**src/rtl/lcd_pkg.sv**
```systemverilog
`timescale 1ns / 1ps
// Shared LCD definitions: word layout, common command words, arbiter state encoding.
package lcd_pkg;

  localparam int LCD_DW     = 9;
  localparam int LCD_DC_BIT = 8;

  // Command words carry D/C = 0 in bit 8
  localparam logic [LCD_DW-1:0] LCD_CMD_SLPOUT = 9'h011;
  localparam logic [LCD_DW-1:0] LCD_CMD_DISPON = 9'h029;
  localparam logic [LCD_DW-1:0] LCD_CMD_CASET  = 9'h02A;
  localparam logic [LCD_DW-1:0] LCD_CMD_RASET  = 9'h02B;
  localparam logic [LCD_DW-1:0] LCD_CMD_RAMWR  = 9'h02C;

  typedef enum logic [2:0] {
    ST_IDLE    = 3'b001,
    ST_OWN     = 3'b010,
    ST_RELEASE = 3'b100
  } arb_state_t;

endpackage

```
**src/rtl/lcd_rr_pick.sv**
```systemverilog
`timescale 1ns / 1ps
// Combinational round-robin pick: first set request at or after i_ptr, wrapping.
module lcd_rr_pick #(
  parameter int N  = 3,
  parameter int PW = 2
) (
  input  logic [N-1:0]  i_req,
  input  logic [PW-1:0] i_ptr,
  output logic [N-1:0]  o_grant
);

  always_comb begin
    int   w_idx;
    logic w_found;
    w_idx   = 0;
    w_found = 1'b0;
    o_grant = '0;
    for (int k = 0; k < N; k++) begin
      w_idx = (int'(i_ptr) + k) % N;
      for (int j = 0; j < N; j++) begin
        if (!w_found && (j == w_idx) && i_req[j]) begin
          o_grant[j] = 1'b1;
          w_found    = 1'b1;
        end
      end
    end
  end

endmodule

```
**src/rtl/lcd_write_arbiter.sv**
```systemverilog
`timescale 1ns / 1ps
// Frame-locked arbiter sharing one LCD byte writer between several producers.
// Optional idle-owner watchdog enabled by defining LCD_ARB_TIMEOUT_EN.
module lcd_write_arbiter
  import lcd_pkg::*;
#(
  parameter int          NUM_REQ     = 3,
  parameter int          DW          = LCD_DW,
  parameter logic [23:0] TIMEOUT_CYC = 24'd5_000_000
) (
  input  logic                  sys_clk,
  input  logic                  sys_rst_n,
  input  logic                  init_done,
  input  logic [NUM_REQ-1:0]    req_en,
  input  logic [NUM_REQ*DW-1:0] req_data,
  input  logic [NUM_REQ-1:0]    req_done,
  output logic [NUM_REQ-1:0]    req_wr_done,
  output logic [NUM_REQ-1:0]    grant,
  output logic                  wr_en,
  output logic [DW-1:0]         wr_data,
  input  logic                  wr_done,
  output logic                  arb_err
);

  localparam int              PW       = (NUM_REQ > 1) ? $clog2(NUM_REQ) : 1;
  localparam logic [PW-1:0]   LAST_IDX = PW'(NUM_REQ - 1);

  arb_state_t          r_state, w_state_next;
  logic [NUM_REQ-1:0]  r_grant, w_grant_next, w_eligible, w_pick;
  logic [PW-1:0]       r_rr_ptr, w_rr_ptr_next, w_owner_idx;
  logic [DW-1:0]       w_owner_data;
  logic                w_owner_req, w_owner_done, w_release, w_timeout;

  // Before init completes only the init sequencer may win
  assign w_eligible = req_en & (init_done ? {NUM_REQ{1'b1}} : NUM_REQ'(1));

  lcd_rr_pick #(.N(NUM_REQ), .PW(PW)) u_pick (
    .i_req   (w_eligible),
    .i_ptr   (r_rr_ptr),
    .o_grant (w_pick)
  );

  always_comb begin
    w_owner_idx  = '0;
    w_owner_data = '0;
    for (int i = 0; i < NUM_REQ; i++) begin
      if (r_grant[i]) begin
        w_owner_idx  = PW'(i);
        w_owner_data = req_data[i*DW +: DW];
      end
    end
  end

  assign w_owner_req  = |(req_en & r_grant);
  assign w_owner_done = |(req_done & r_grant);
  assign w_release    = (r_state == ST_OWN) && (w_owner_done || w_timeout);

`ifdef LCD_ARB_TIMEOUT_EN
  logic [23:0] r_idle_cnt;
  logic        r_arb_err;

  assign w_timeout = (r_state == ST_OWN) && !w_owner_req && !wr_done &&
                     (r_idle_cnt == TIMEOUT_CYC - 24'd1);

  always_ff @(posedge sys_clk or negedge sys_rst_n) begin
    if (!sys_rst_n) begin
      r_idle_cnt <= '0;
      r_arb_err  <= 1'b0;
    end else begin
      // A genuine frame end on the same cycle is not an error
      r_arb_err <= w_timeout && !w_owner_done;
      if ((r_state != ST_OWN) || w_owner_req || wr_done || w_release)
        r_idle_cnt <= '0;
      else
        r_idle_cnt <= r_idle_cnt + 24'd1;
    end
  end

  assign arb_err = r_arb_err;
`else
  assign w_timeout = 1'b0;
  assign arb_err   = 1'b0 & (TIMEOUT_CYC == 24'd0);
`endif

  always_comb begin
    w_state_next  = r_state;
    w_grant_next  = r_grant;
    w_rr_ptr_next = r_rr_ptr;
    wr_en         = 1'b0;
    wr_data       = '0;
    req_wr_done   = '0;
    case (r_state)
      ST_IDLE: begin
        if (|w_pick) begin
          w_grant_next = w_pick;
          w_state_next = ST_OWN;
        end
      end
      ST_OWN: begin
        wr_en       = w_owner_req;
        wr_data     = w_owner_data;
        req_wr_done = r_grant & {NUM_REQ{wr_done}};
        if (w_release) begin
          w_state_next  = ST_RELEASE;
          w_grant_next  = '0;
          w_rr_ptr_next = (w_owner_idx == LAST_IDX) ? '0 : w_owner_idx + 1'b1;
        end
      end
      ST_RELEASE: w_state_next = ST_IDLE;
      default: begin
        w_state_next = ST_IDLE;
        w_grant_next = '0;
      end
    endcase
  end

  always_ff @(posedge sys_clk or negedge sys_rst_n) begin
    if (!sys_rst_n) begin
      r_state  <= ST_IDLE;
      r_grant  <= '0;
      r_rr_ptr <= PW'(1);
    end else begin
      r_state  <= w_state_next;
      r_grant  <= w_grant_next;
      r_rr_ptr <= w_rr_ptr_next;
    end
  end

  assign grant = r_grant;

endmodule

```
**config.mk**
```make
export PLATFORM = sky130hd
export DESIGN_NAME = lcd_write_arbiter
export DESIGN_NICKNAME = d
export VERILOG_FILES = /design/src/rtl/lcd_pkg.sv /design/src/rtl/lcd_rr_pick.sv /design/src/rtl/lcd_write_arbiter.sv
export SDC_FILE = /design/constraint.sdc
export NUM_CORES = 1
export LEC_CHECK = 0
export CORE_UTILIZATION = 35
export DETAILED_ROUTE_END_ITERATION = 10
export GPL_TIMING_DRIVEN = 0
export PLACE_DENSITY = 0.83
export SYNTH_ARGS = -nofsm -noshare
export SYNTH_HDL_FRONTEND = slang
export SYNTH_HIERARCHICAL = 1
export SYNTH_SLANG_ARGS = --single-unit
```
**constraint.sdc**
```tcl
create_clock -name sys_clk -period 2.1 [get_ports sys_clk]
set_input_delay 0.42 -clock sys_clk [delete_from_list [all_inputs] [get_ports sys_clk]]
set_output_delay 0.42 -clock sys_clk [all_outputs]
set_load 0.1 [all_outputs]
```
# Word level (Yosys, flattened, before mapping)
# Cells that the tools add are included.
[word_totals]
reg_bits = 8
wordCells = 93
output_inout_bits = 17
in_bits = 37
[classes]
eq_ne = 12
reduce_logical = 35
add_sub_neg = 3
bitwise_logic = 5
div = 3
n_mux = 32
[op_table]
columns = ["op", "n"]
rows = [
  ["$eq A2 B32 Y1 const A", 3],
  ["$eq A3 B32 Y1 const A", 3],
  ["$logic_not A32 Y1", 3],
  ["$mod A32 B3 Y32 const B", 2],
  ["$mux W9", 4],
  ["$mod A3 B3 Y32 const B", 1],
  ["$logic_and A1 B1 Y1", 18],
  ["$mux W1", 18],
  ["$mux W3", 6],
  ["$and A3 B3 Y3", 4],
  ["$pmux W3 S3", 1],
  ["$reduce_or A3 Y1", 3],
  ["$logic_not A1 Y1", 8],
  ["$pmux W3 S2", 1],
  ["$mux W2", 2],
  ["$ne A2 B2 Y1 const B", 2],
  ["$reduce_and A2 Y1", 2],
  ["$add A2 B1 Y3 const B", 1],
  ["$add A2 B2 Y3 const B", 1],
  ["$eq A3 B1 Y1 const B", 1],
  ["$eq A3 B2 Y1 const B", 1],
  ["$eq A3 B3 Y1 const B", 1],
  ["$reduce_and A3 Y1", 1],
  ["$add A2 B1 Y2 const B", 1],
  ["other kinds (2)", 2],
]

# Longest topological paths before layout
[depth]
word_depth = 39
depth_mapped = 7
depth_no_buf = 7

# By module
# Netlist, hierarchy kept.
[by_module_without_submodules]
columns = ["mod", "cells_per_inst", "instances", "seq_area_each_um2", "area_per_inst_um2"]
rows = [
  ["lcd_write_arbiter", 77, 1, 202.7, 675.6],
  ["lcd_rr_pick", 16, 1, 0.0, 116.4],
]

# Worst setup path before layout
# OpenSTA, ideal clock, no wires.
[synth_path]
path_type = "flip-flop to output port"
from = "register r_grant[0] (netlist: grant[0])"
to = "output port wr_data[8]"
setup_slack_ps = -1951
required_ps = 1680
n_path_buf = 1
arrival_ps = 3631
stages_incl_launch_ff = 5
cell_sequence = "dfrtp_1 > nor2b_1 > clkbuf_1 > a221oi_1 > nor3_1"
[synth_between]
elab_chain_cells = 4
[synth_rtl]
columns = ["item", "line", "source"]
rows = [
  ["start: declaration", "lcd_write_arbiter.sv:29", "logic [NUM_REQ-1:0] r_grant, w_grant_next, w_eligible, w_pick;"],
  ["start signal: assignment", "lcd_write_arbiter.sv:124", "r_grant <= w_grant_next;"],
  ["$mux W9 (3 in a row)", "lcd_write_arbiter.sv:47", "if (r_grant[i]) begin"],
  ["$mux W9", "lcd_write_arbiter.sv:92", "case (r_state)"],
  ["end: declaration", "lcd_write_arbiter.sv:20", "output logic [DW-1:0] wr_data,"],
]
# Every way passes these cells.

# Worst setup path in the final report
[layout_path]
from = "register r_state[2]"
to = "output port wr_data[4]"
[layout_between]
elab_chain_cells = 2
[layout_rtl]
columns = ["item", "line", "source"]
rows = [
  ["start: declaration", "lcd_write_arbiter.sv:28", "arb_state_t r_state, w_state_next;"],
  ["start signal: assignment", "lcd_write_arbiter.sv:123", "r_state <= w_state_next;"],
  ["$eq A3 B2 Y1", "lcd_write_arbiter.sv:92", ""],
  ["$mux W9", "lcd_write_arbiter.sv:92", ""],
]
# Every way passes these cells.

==> flow_metrics.py <==
metrics = {
    "timing": {
        "hold_violations": 0,
        "finalCriticalPeriod_ns": 2.15,
        "period_share_pct": 102,
        "fmaxAchievable_ghz": 0.466,
        "clock_skew_ns": 0.0179,
        "worst_slew_pin_slew_ns": 0.963,
        "setup_viol": 11,
        "slew_viol_final": 0,
        "whs_ns": 0.427,
        "setup_slack_ns": -0.0459,
        "slew-limit-headroom_pct": 36.1,
        "rsz0062_at_grt": "true",
    },
    "floorplan": {
        "die_area_sq_um": 2460,
        "std_cell_rows": 16,
        "die_x_um": 49.6,
        "initial_core_util_pct": 38.8,
        "core-area_sq_um": 2040,
        "ios": 54,
        "fp.dieH_um": 49.6,
    },
    "grt": {
        "grt_max_degree": 11,
        "first_global_vias": 1011,
        "grt_pass1_wl_um": 4660,
        "track_usage_pct": 24.9,
        "grt-ovfl-total": 0,
        "grt_antenna_before_repair": 0,
    },
    "worst_setup_path": {
        "cpPeakStageDelay_ns": 0.39,
        "crit_slowest_cell": "dfrtp_1",
        "critPathTopFamily": "simple AND/OR/NAND/NOR gates",
        "end_kind": "output pin",
        "ff2ff_setup_slack_ns": -0.02,
        "reg2reg_depth": 7,
        "reg2reg_from": "r_rr_ptr[0]$_DFFE_PN1P_",
        "cp_num_cells": 5,
        "criticalPathCategory": "flop to output pin",
        "arrival_ns": 1.73,
        "path_buf_inv": 3,
        "path_cells": "or3b_1, buf_6, clkbuf_16, nor3_4, buf_12",
        "cp.required_ns": 1.68,
        "worstReg2RegEnd": "grant[1]$_DFFE_PN0P_",
        "cp-start-kind": "flop",
        "worstPathMaxFanout": 5,
        "crit_path_end": "wr_data[4]",
        "critPathLaunch": "r_state[2]$_DFFE_PN0P_",
    },
    "synthesis": {
        "synth_area_sq_um": 792,
        "ys_seq_elements": 8,
        "synth_cell_type_count": 30,
        "synthCells": 93,
        "synth_fp_nets": 132,
        "ys_seq_area_share_pct": 25.6,
        "avgSynthCellArea_sq_um": 8.52,
        "ys.warnings.count": 6,
    },
    "routing": {
        "avgViaCountPerCell": 5.85,
        "ant_nets": 0,
        "avgRoutedWirePerCell_um": 20.7,
        "drc": 0,
        "firstDrtPassIters": 4,
        "drt_wl_total_um": 3870,
        "drt_first_iter_violations": 48,
        "route.vias.total": 1094,
    },
    "layout": {
        "diodes": 0,
        "num-nets-final": 200,
        "drive_gt1_share_pct": 43.1,
        "areaGrowthSynthToFinish_pct": 136,
    },
    "flow_run": {
        "max_cap_viol_count": 0,
    },
    "pwr": {
        "totalPowerFinal_w": 0.00220,
        "p_leak_nw": 0.704,
        "peakVddDrop_v": 0.00112,
        "power_density_nw_per_um2": 1180,
    },
    "clock_network": {
        "clock_path_buffers": 2,
        "path_clk_slew_ns": 0.07,
        "cts_hold_buf": 0,
        "clock-sinks": 8,
        "clockRootBuffer": "clkbuf_4",
        "h-tree-depth": 1,
        "cts_tree": "built",
        "worstSkewPairLatency_ns": 0.27,
        "cts_buffers": 3,
    },
    "place": {
        "dp_hpwl_um": 2060,
        "gp_congestion": 0.739,
        "io_buffers": 52,
    },
    "min_path": {
        "hp-class": "primary input to async pin",
    },
    "status": {
        "violations": "setup timing",
        "outcome": "complete, but fails checks",
    },
}
==> logic make-up after synthesis <==
group | synth area share (%)
AOI/OAI and AO/OA | 29.1
adders and majority gates | 3.16
buffers and inverters | 9.00
DFF | 25.6
other | 0.473
and+or+nand+nor | 32.7
==> per-layer routing <==
layer	GRT usage (%)	vias up	routed length (um)
met5	0	-	0
met2	45.0	61	2210
met4	6.19	0	67
met3	4.94	8	222
met1	29.6	538	1370
li1	-	487	-
==> cell usage after synthesis <==
| cell | n | area share, % |
|---|---|---|
| nor2_1 | 13 | 6.2 |
| a221oi_1 | 9 | 10 |
| nor3_2 | 8 | 10 |
| dfrtp_1 | 6 | 19 |
| inv_1 | 6 | 2.8 |
| and2_1 | 5 | 3.9 |
| nand2_1 | 4 | 1.9 |
| o41ai_2 | 4 | 8.2 |
| a32oi_1 | 3 | 3.3 |
| and3_1 | 3 | 2.4 |
| buf_2 | 3 | 1.9 |
| clkbuf_1 | 3 | 1.4 |
| o21ai_0 | 3 | 1.9 |
| a222oi_1 | 2 | 2.5 |
| dfstp_2 | 2 | 6.6 |
| ha_1 | 2 | 3.2 |
| nor3_1 | 2 | 1.3 |
| nor3b_1 | 2 | 1.9 |
| o21ai_1 | 2 | 1.3 |
| a21oi_1 | 1 | 0.63 |
| a41o_1 | 1 | 1.3 |
| buf_4 | 1 | 0.95 |
| buf_6 | 1 | 1.4 |
| clkinv_1 | 1 | 0.47 |
| conb_1 | 1 | 0.47 |
| nand2b_1 | 1 | 0.79 |
| nor2b_1 | 1 | 0.79 |
| nor3b_2 | 1 | 1.6 |
| or2_1 | 1 | 0.79 |
| or3b_1 | 1 | 1.1 |
==> worst reg2reg max path: cells and delay by family, from the launching register on <==
| family | cells | cell delay [ns] |
|---|---|---|
| AOI/OAI and AO/OA | 3 | 0.66 |
| adders and majority gates | 1 | 0.31 |
| buffers and inverters | 1 | 0.05 |
| DFF | 1 | 0.56 |
| and+or+nand+nor | 2 | 0.47 |
==> placed cells by master (no fill, tap or decap), types with 2 or more instances in the layout <==
cell type and n:
nor3b_1 2, dfstp_2 2, nor2_1 12, and3_2 2, o21ai_1 2, a222oi_1 2, dlygate4sd2_1 2, a32oi_1 3
and2_1 5, dfrtp_4 3, dfrtp_1 3, clkdlybuf4s50_1 36, buf_6 2, clkbuf_4 6, ha_1 2, o21ai_0 3
a221oi_4 9, nand2_1 4, o41ai_2 4, inv_1 6, nor3_4 9, buf_12 13, buf_4 11
==> per-stage QoR <==
step                      setup TNS, ns  std cells  worst slack (ns)  area [sq um]  util [%]
final                            -0.300        187           -0.0459          1870      91.5
after global routing              -1.28        187            -0.120          1870      91.5
after CTS                        -0.188        180           -0.0619          1690      82.5
after detailed placement          -8.49        172            -0.722          1460      71.6
after global placement            -8.26        172            -0.691          1460      71.6
after floorplan                   -1.41         93            -0.181           908         -
==> area by class of cell <==
cell class              count  area, sq um
plain buffers               8         96.3
clock buffers               4         26.3
fillers                    80          174
inverters                   7         30.0
multi-input cells          70          749
flip-flops and latches      8          214
well taps                  27         33.8
repair buffers             63          718
==> timing repair <==
action	CTS	global route
endpoints found under the setup margin	16	13
setup buffers	4	5
resized for setup	119	20
gates cloned	0	2
pin swaps	3	8
==> sequential cells by signal (all words and copies together), names as in the netlist <==
signal    cells
grant         3
r_rr_ptr      2
r_state       3
==> power breakdown <==
group,switching [W],internal [W]
sequential,0.0000678,0.000234
clock,0.0000610,0.0000731
combinational,0.00105,0.000718
total,0.00118,0.00103
==> worst min-delay path by stage <==
stage	start	end	cells past startpoint
6_report	sys_rst_n	grant[0]$_DFFE_PN0P_	1
5_1_grt	sys_rst_n	grant[0]$_DFFE_PN0P_	1
4_1_cts	sys_rst_n	grant[0]$_DFFE_PN0P_	1
3_5_place_dp	r_rr_ptr[1]$_DFFE_PN0P_	r_rr_ptr[1]$_DFFE_PN0P_	2
3_3_place_gp	r_rr_ptr[1]$_DFFE_PN0P_	r_rr_ptr[1]$_DFFE_PN0P_	2
2_1_floorplan	sys_rst_n	r_rr_ptr[1]$_DFFE_PN0P_	0
(Power assumes the default switching activity.)
